**src/rtl/dmem_mmio_pkg.sv**
```systemverilog
// Shared address map and UART state encoding for the data-memory/MMIO stage.
// Pure declarations: no latency, no flow control.
package dmem_mmio_pkg;

  localparam logic [31:0] MMIO_MASK      = 32'h8000_0000;
  localparam logic [31:0] LED_ADDR       = 32'h8000_0000;
  localparam logic [31:0] TIMER_ADDR     = 32'h8000_0004;
  localparam logic [31:0] UART_DATA_ADDR = 32'h8000_0008;
  localparam logic [31:0] UART_STAT_ADDR = 32'h8000_000C;

  typedef enum logic [1:0] {
    IDLE  = 2'd0,
    START = 2'd1,
    DATA  = 2'd2,
    STOP  = 2'd3
  } uart_state_t;

endpackage

```
**src/rtl/dmem_mmio_uart_tx.sv**
```systemverilog
// 8N1 serial transmitter; tx goes low the cycle after start is accepted, frame lasts 10*CLKS_PER_BIT cycles.
// No backpressure: start is only honoured while idle, starts during a frame are dropped.
module uart_tx
  import dmem_mmio_pkg::*;
#(
  parameter int CLKS_PER_BIT = 434
) (
  input  logic       clk,
  input  logic       reset,
  input  logic       start,
  input  logic [7:0] data,
  output logic       tx,
  output logic       busy
);

  localparam int CW = (CLKS_PER_BIT > 1) ? $clog2(CLKS_PER_BIT) : 1;
  localparam logic [CW-1:0] LAST = CW'(CLKS_PER_BIT - 1);

  uart_state_t   state_q, state_d;
  logic [CW-1:0] cnt_q, cnt_d;
  logic [2:0]    idx_q, idx_d;
  logic [7:0]    shift_q, shift_d;
  logic          bit_done;

  always_ff @(posedge clk or posedge reset) begin
    if (reset) begin
      state_q <= IDLE;
      cnt_q   <= '0;
      idx_q   <= '0;
      shift_q <= '0;
    end else begin
      state_q <= state_d;
      cnt_q   <= cnt_d;
      idx_q   <= idx_d;
      shift_q <= shift_d;
    end
  end

  always_comb begin
    state_d  = state_q;
    cnt_d    = cnt_q + CW'(1);
    idx_d    = idx_q;
    shift_d  = shift_q;
    bit_done = (cnt_q == LAST);
    unique case (state_q)
      IDLE: begin
        cnt_d = '0;
        if (start) begin
          shift_d = data;
          state_d = START;
        end
      end
      START: begin
        if (bit_done) begin
          state_d = DATA;
          cnt_d   = '0;
          idx_d   = '0;
        end
      end
      DATA: begin
        if (bit_done) begin
          cnt_d = '0;
          if (idx_q == 3'd7) begin
            state_d = STOP;
            idx_d   = '0;
          end else begin
            idx_d = idx_q + 3'd1;
          end
        end
      end
      STOP: begin
        if (bit_done) begin
          state_d = IDLE;
          cnt_d   = '0;
        end
      end
      default: begin
        state_d = IDLE;
        cnt_d   = '0;
        idx_d   = '0;
      end
    endcase
  end

  // Decoded straight from state so an async reset forces the line high at once.
  always_comb begin
    tx = 1'b1;
    unique case (state_q)
      START:   tx = 1'b0;
      DATA:    tx = shift_q[idx_q];
      default: tx = 1'b1;
    endcase
  end

  assign busy = (state_q != IDLE);

endmodule

```
**src/rtl/dmem_mmio.sv**
```systemverilog
// Data memory plus MMIO (LED, timer, UART); loads are combinational, stores land on the clock edge.
// No backpressure: UART writes issued while busy are silently dropped.
module dmem_mmio
  import dmem_mmio_pkg::*;
#(
  parameter int RAM_WORDS    = 64,
  parameter int CLKS_PER_BIT = 434
) (
  input  logic        clk,
  input  logic        reset,
  input  logic        MemWrite,
  input  logic [31:0] A,
  input  logic [31:0] WD,
  output logic [31:0] RD,
  output logic [7:0]  leds,
  output logic        uart_tx
);

  localparam int AW = $clog2(RAM_WORDS);

  logic [31:0]   mem [RAM_WORDS];
  logic [AW-1:0] ram_idx;
  logic [31:0]   word_addr;
  logic          sel_ram, sel_led, sel_timer, sel_uart_data, sel_uart_stat;
  logic [7:0]    leds_q, leds_d;
  logic [31:0]   timer_q, timer_d;
  logic          uart_start, uart_busy;
  logic          unused_ok;

  assign unused_ok = &{1'b0, A[1:0]};

  assign ram_idx       = A[AW+1:2];
  assign word_addr     = {A[31:2], 2'b00};
  assign sel_ram       = ((A & MMIO_MASK) == 32'd0);
  assign sel_led       = (word_addr == LED_ADDR);
  assign sel_timer     = (word_addr == TIMER_ADDR);
  assign sel_uart_data = (word_addr == UART_DATA_ADDR);
  assign sel_uart_stat = (word_addr == UART_STAT_ADDR);

  // RAM is deliberately left out of reset so it maps onto distributed/block RAM.
  always_ff @(posedge clk) begin
    if (MemWrite && sel_ram) begin
      mem[ram_idx] <= WD;
    end
  end

  always_comb begin
    leds_d  = leds_q;
    timer_d = timer_q + 32'd1;
    if (MemWrite && sel_led) begin
      leds_d = WD[7:0];
    end
    if (MemWrite && sel_timer) begin
      timer_d = WD;
    end
  end

  always_ff @(posedge clk or posedge reset) begin
    if (reset) begin
      leds_q  <= '0;
      timer_q <= '0;
    end else begin
      leds_q  <= leds_d;
      timer_q <= timer_d;
    end
  end

  always_comb begin
    RD = 32'd0;
    if (sel_ram) begin
      RD = mem[ram_idx];
    end else if (sel_led) begin
      RD = {24'd0, leds_q};
    end else if (sel_timer) begin
      RD = timer_q;
    end else if (sel_uart_stat) begin
      RD = {31'd0, uart_busy};
    end
  end

  assign uart_start = MemWrite && sel_uart_data;
  assign leds       = leds_q;

  uart_tx #(
    .CLKS_PER_BIT(CLKS_PER_BIT)
  ) u_uart (
    .clk  (clk),
    .reset(reset),
    .start(uart_start),
    .data (WD[7:0]),
    .tx   (uart_tx),
    .busy (uart_busy)
  );

endmodule

```
**config.mk**
```make
export PLATFORM = sky130hd
export DESIGN_NAME = dmem_mmio
export DESIGN_NICKNAME = d
export VERILOG_FILES = /design/src/rtl/dmem_mmio_pkg.sv /design/src/rtl/dmem_mmio_uart_tx.sv /design/src/rtl/dmem_mmio.sv
export SDC_FILE = /design/constraint.sdc
export NUM_CORES = 2
export LEC_CHECK = 0
export BUFFER_PORTS_ARGS = -buffer_cell sky130_fd_sc_hd__buf_2
export CAP_MARGIN = 30
export CELL_PAD_IN_SITES_DETAIL_PLACEMENT = 1
export CELL_PAD_IN_SITES_GLOBAL_PLACEMENT = 1
export CORE_ASPECT_RATIO = 1.75
export CORE_UTILIZATION = 45
export DETAILED_ROUTE_END_ITERATION = 8
export PLACE_DENSITY = 0.75
export REMOVE_ABC_BUFFERS = 1
export SYNTH_ARGS = -nofsm -noshare
export SYNTH_HDL_FRONTEND = slang
export SYNTH_HIERARCHICAL = 1
export SYNTH_SLANG_ARGS = --single-unit
```
**constraint.sdc**
```tcl
create_clock -name clk -period 2.5 [get_ports clk]
set_input_delay 0.125 -clock clk [delete_from_list [all_inputs] [get_ports clk]]
set_output_delay 0.125 -clock clk [all_outputs]
set_load 0.1 [all_outputs]
```
==> results.yml <==
yosys:
  ys_seq_area_share_pct: 76.6
  syn_area_mm2: 0.0823
  syn_area_per_cell_um2: 21.7
  synth.ff_latch_count: 2110
  synth-edff-count: 2048
  synth_top_cell_area_share_pct: 74.8
  yosysUniqueCellTypes: 64
  synthCells: 3789
  ys_async_sr_fraction_pct: 2.94
  synthTopCellsByArea: "edfxtp_1, mux4_2, mux2i_1"
  synth_common_cells: "edfxtp_1, mux4_2, mux2i_1, nor2_1, nand2_1"
  synth.largest_area_cell: "edfxtp_1"
  synth_most_common_cell: "edfxtp_1"
  ys.warnings.count: 6
  ys.flop_type: "edfxtp_1"
floorplanning:
  dieArea_mm2: 0.185
  die_x_um: 325
  rows: 207
  ioPinCount: 108
  coreArea_mm2: 0.182
  initial_core_util_pct: 45.3
  fp.dieH_um: 568
grt:
  first_global_vias: 46900
  gr-total-overflow: 0
  grt.total_usage_pct: 27.8
  grt_pass1_wl_um: 359000
  grt_max_degree: 68
  grt_antenna_before_repair: 10
timing:
  fin_crit_ps: 3420
  post-route-worst-setup-slack_ps: -916
  hold_violations: 0
  slew_viol_final: 0
  tightest_slew_ps: 992
  skew_ps: 19.5
  slew_headroom_pct: 33.9
  fin_setup_tns_ps: -18740
  min_period_over_period_pct: 137
  rsz0062_at_grt: "yes"
  fmax_mhz: 293
  finalSetupViolCount: 32
pwr:
  power_leakage_nw: 32.4
  vdd_drop_max_v: 0.000473
  total_power_mw: 71.4
  power_density_mw_per_mm2: 719
final_layout:
  ff_latch_area_mm2: 0.0631
  nets: 4599
  n_fill_cell: 15500
  drive_gt1_share_pct: 37.4
  multiInputGateArea_mm2: 0.0195
  syn_to_final_growth_pct: 20.6
run_status:
  violations: "setup timing"
  outcome: "finished with violations"
critical_path:
  reg2reg_depth: 6
  cp_max_fo: 1
  path_class: "reg -> out"
  startpoint_type: "flop"
  rrSetupSlack_ps: 260
  worstPathRequired_ps: 2380
  critPathArrivalTime_ps: 3290
  endpoint_kind: "output port"
route:
  drtAntennaViolNets: 0
  drt-wirelength-per-cell_um: 36.4
  vias: 44100
  wl_um: 257000
  route.detailed.drc: 0
  viasPerCell: 6.24
  dr.first_iter.drc_count: 5391
  dr.pass1.iters: 7
clock_network:
  clk_pin_slew_worst_paths_ps: 60
  clock-sinks: 2110
  clockRootBuffer: "clkbuf_16"
  htreeDepth: 4
  cts_max_path_buffers: 4
  tritoncts: "built"
  clk_latency_ps: 840
  cts_made_buffers: 180
placed_design:
  io_buffer_count: 105
  hpwlAfterDp_um: 170000
  place.gp.congestion: 0.907
run:
  maxCapViolations: 0
hold_path:
  min_path_cells: 2
  hp-class: "in -> reg"
[critical path: stages, from the launching register on]
cell and delay (ps):
edfxtp_1 370, mux4_2 480, mux2i_1 140, nor2_1 90, a21oi_1 550, nand4_1 400, buf_4 270, buf_12 160
[kinds of logic (layout without fill, tap and decap cells)]
logic type / Yosys count / in the layout / share of synthesized area [%]
other: 0 / 4 / 0
AO/OA/AOI/OAI: 281 / 281 / 2.25
adder cells (fa/ha/maj): 10 / 10 / 0.152
AND/OR/NAND/NOR: 409 / 409 / 2.26
flip-flops: 2110 / 2110 / 76.6
XOR/XNOR: 37 / 37 / 0.394
multiplexers: 728 / 728 / 16.7
buffers and inverters: 214 / 1076 / 1.56
[stage by stage]
stage	std cells	area (um2)	setup slack, ps	utilization [%]	hold WS [ps]
2_1_floorplan	3584	81000	-1320	-	114
3_3_place_gp	6728	92200	-1250	50.8	411
3_5_place_dp	6730	92300	-1140	50.8	269
4_1_cts	7058	99100	-895	54.6	1.89
5_1_grt	7055	99200	-943	54.6	9.34
6_report	7058	99200	-916	54.6	3.71
[worst paths after layout]
check                                         startpoint                       endpoint
max in group asynchronous                          reset           timer_q[4]$_DFF_PP0_
hold reg to reg            u_uart/shift_q[6]$_DFFE_PP0P_  u_uart/shift_q[6]$_DFFE_PP0P_
setup reg to reg                    timer_q[4]$_DFF_PP0_          timer_q[29]$_DFF_PP0_
min in group asynchronous                          reset  u_uart/state_q[1]$_DFFE_PP0P_
hold / removal                                    WD[22]           mem[5][22]$_DFFE_PP_
setup / recovery                   mem[20][21]$_DFFE_PP_                         RD[21]
[area by class of cell]
| cell class | instances | area share (%) |
|---|---|---|
| clock inverters | 94 | 0.742 |
| well taps | 2403 | 3.03 |
| diodes | 4 | 0.0101 |
| multi-input cells | 1465 | 19.6 |
| clock buffers | 217 | 4.76 |
| inverters | 9 | 0.0353 |
| repair buffers | 756 | 8.22 |
| flip-flops and latches | 2110 | 63.6 |
[sequential cells by signal, summed over array words and instances, names as in the netlist]
signal and flops:
mem 2048, u_uart/cnt_q 9, u_uart/idx_q 3, u_uart/shift_q 8
u_uart/state_q 2, timer_q 32, leds 8
[placed cells by master, fill, tap and decap left out, types with 9 or more instances in the layout]
cell and instances:
mux4_2 508, ha_1 9, clkinv_1 25, o21ai_0 18, clkbuf_16 182, nand3_1 27
a21oi_2 13, nor2_4 78, buf_12 199, dlygate4sd3_1 28, mux2_2 26, buf_4 440
a31oi_1 9, dfrtp_1 61, nor2b_1 17, o22ai_2 10, clkinv_2 35, nand4_1 14
xor2_1 24, o22ai_1 13, a22oi_1 12, nor4_1 10, nor2_1 90, o211ai_1 11
a211oi_1 19, a22o_1 11, a211oi_2 13, a21oi_1 76, buf_2 68, clkinvlp_4 12
nand2_1 102, buf_6 17, xnor2_1 13, mux2i_1 176, edfxtp_1 2048, clkbuf_1 31
[routing by layer]
metal	vias to the layer above	routed length, um	part of all wire (%)	global-route usage [%]
li1	17300	-	-	-
met1	23600	85500	33	31.9
met2	2520	133000	52	48.7
met3	672	19300	7.5	4.24
met4	6	18900	7.3	17.6
met5	-	28	0.011	0
[power by group]
part           leakage [nW]  total [mW]  switching, mW  internal (mW)
registers              19.2        38.9         0.0371           38.9
logic                  10.5        5.35           3.27           2.07
clock network          2.66        27.1           12.7           14.4
[repair_timing]
action,4_1_cts,5_1_grt
hold buffers,28,0
hold endpoints to repair,921,0
buffers inserted,1,0
pin swaps,57,23
gates resized for setup,250,31
endpoints found under the setup margin,33,33
No activity file was read; power rests on OpenSTA's default activity.
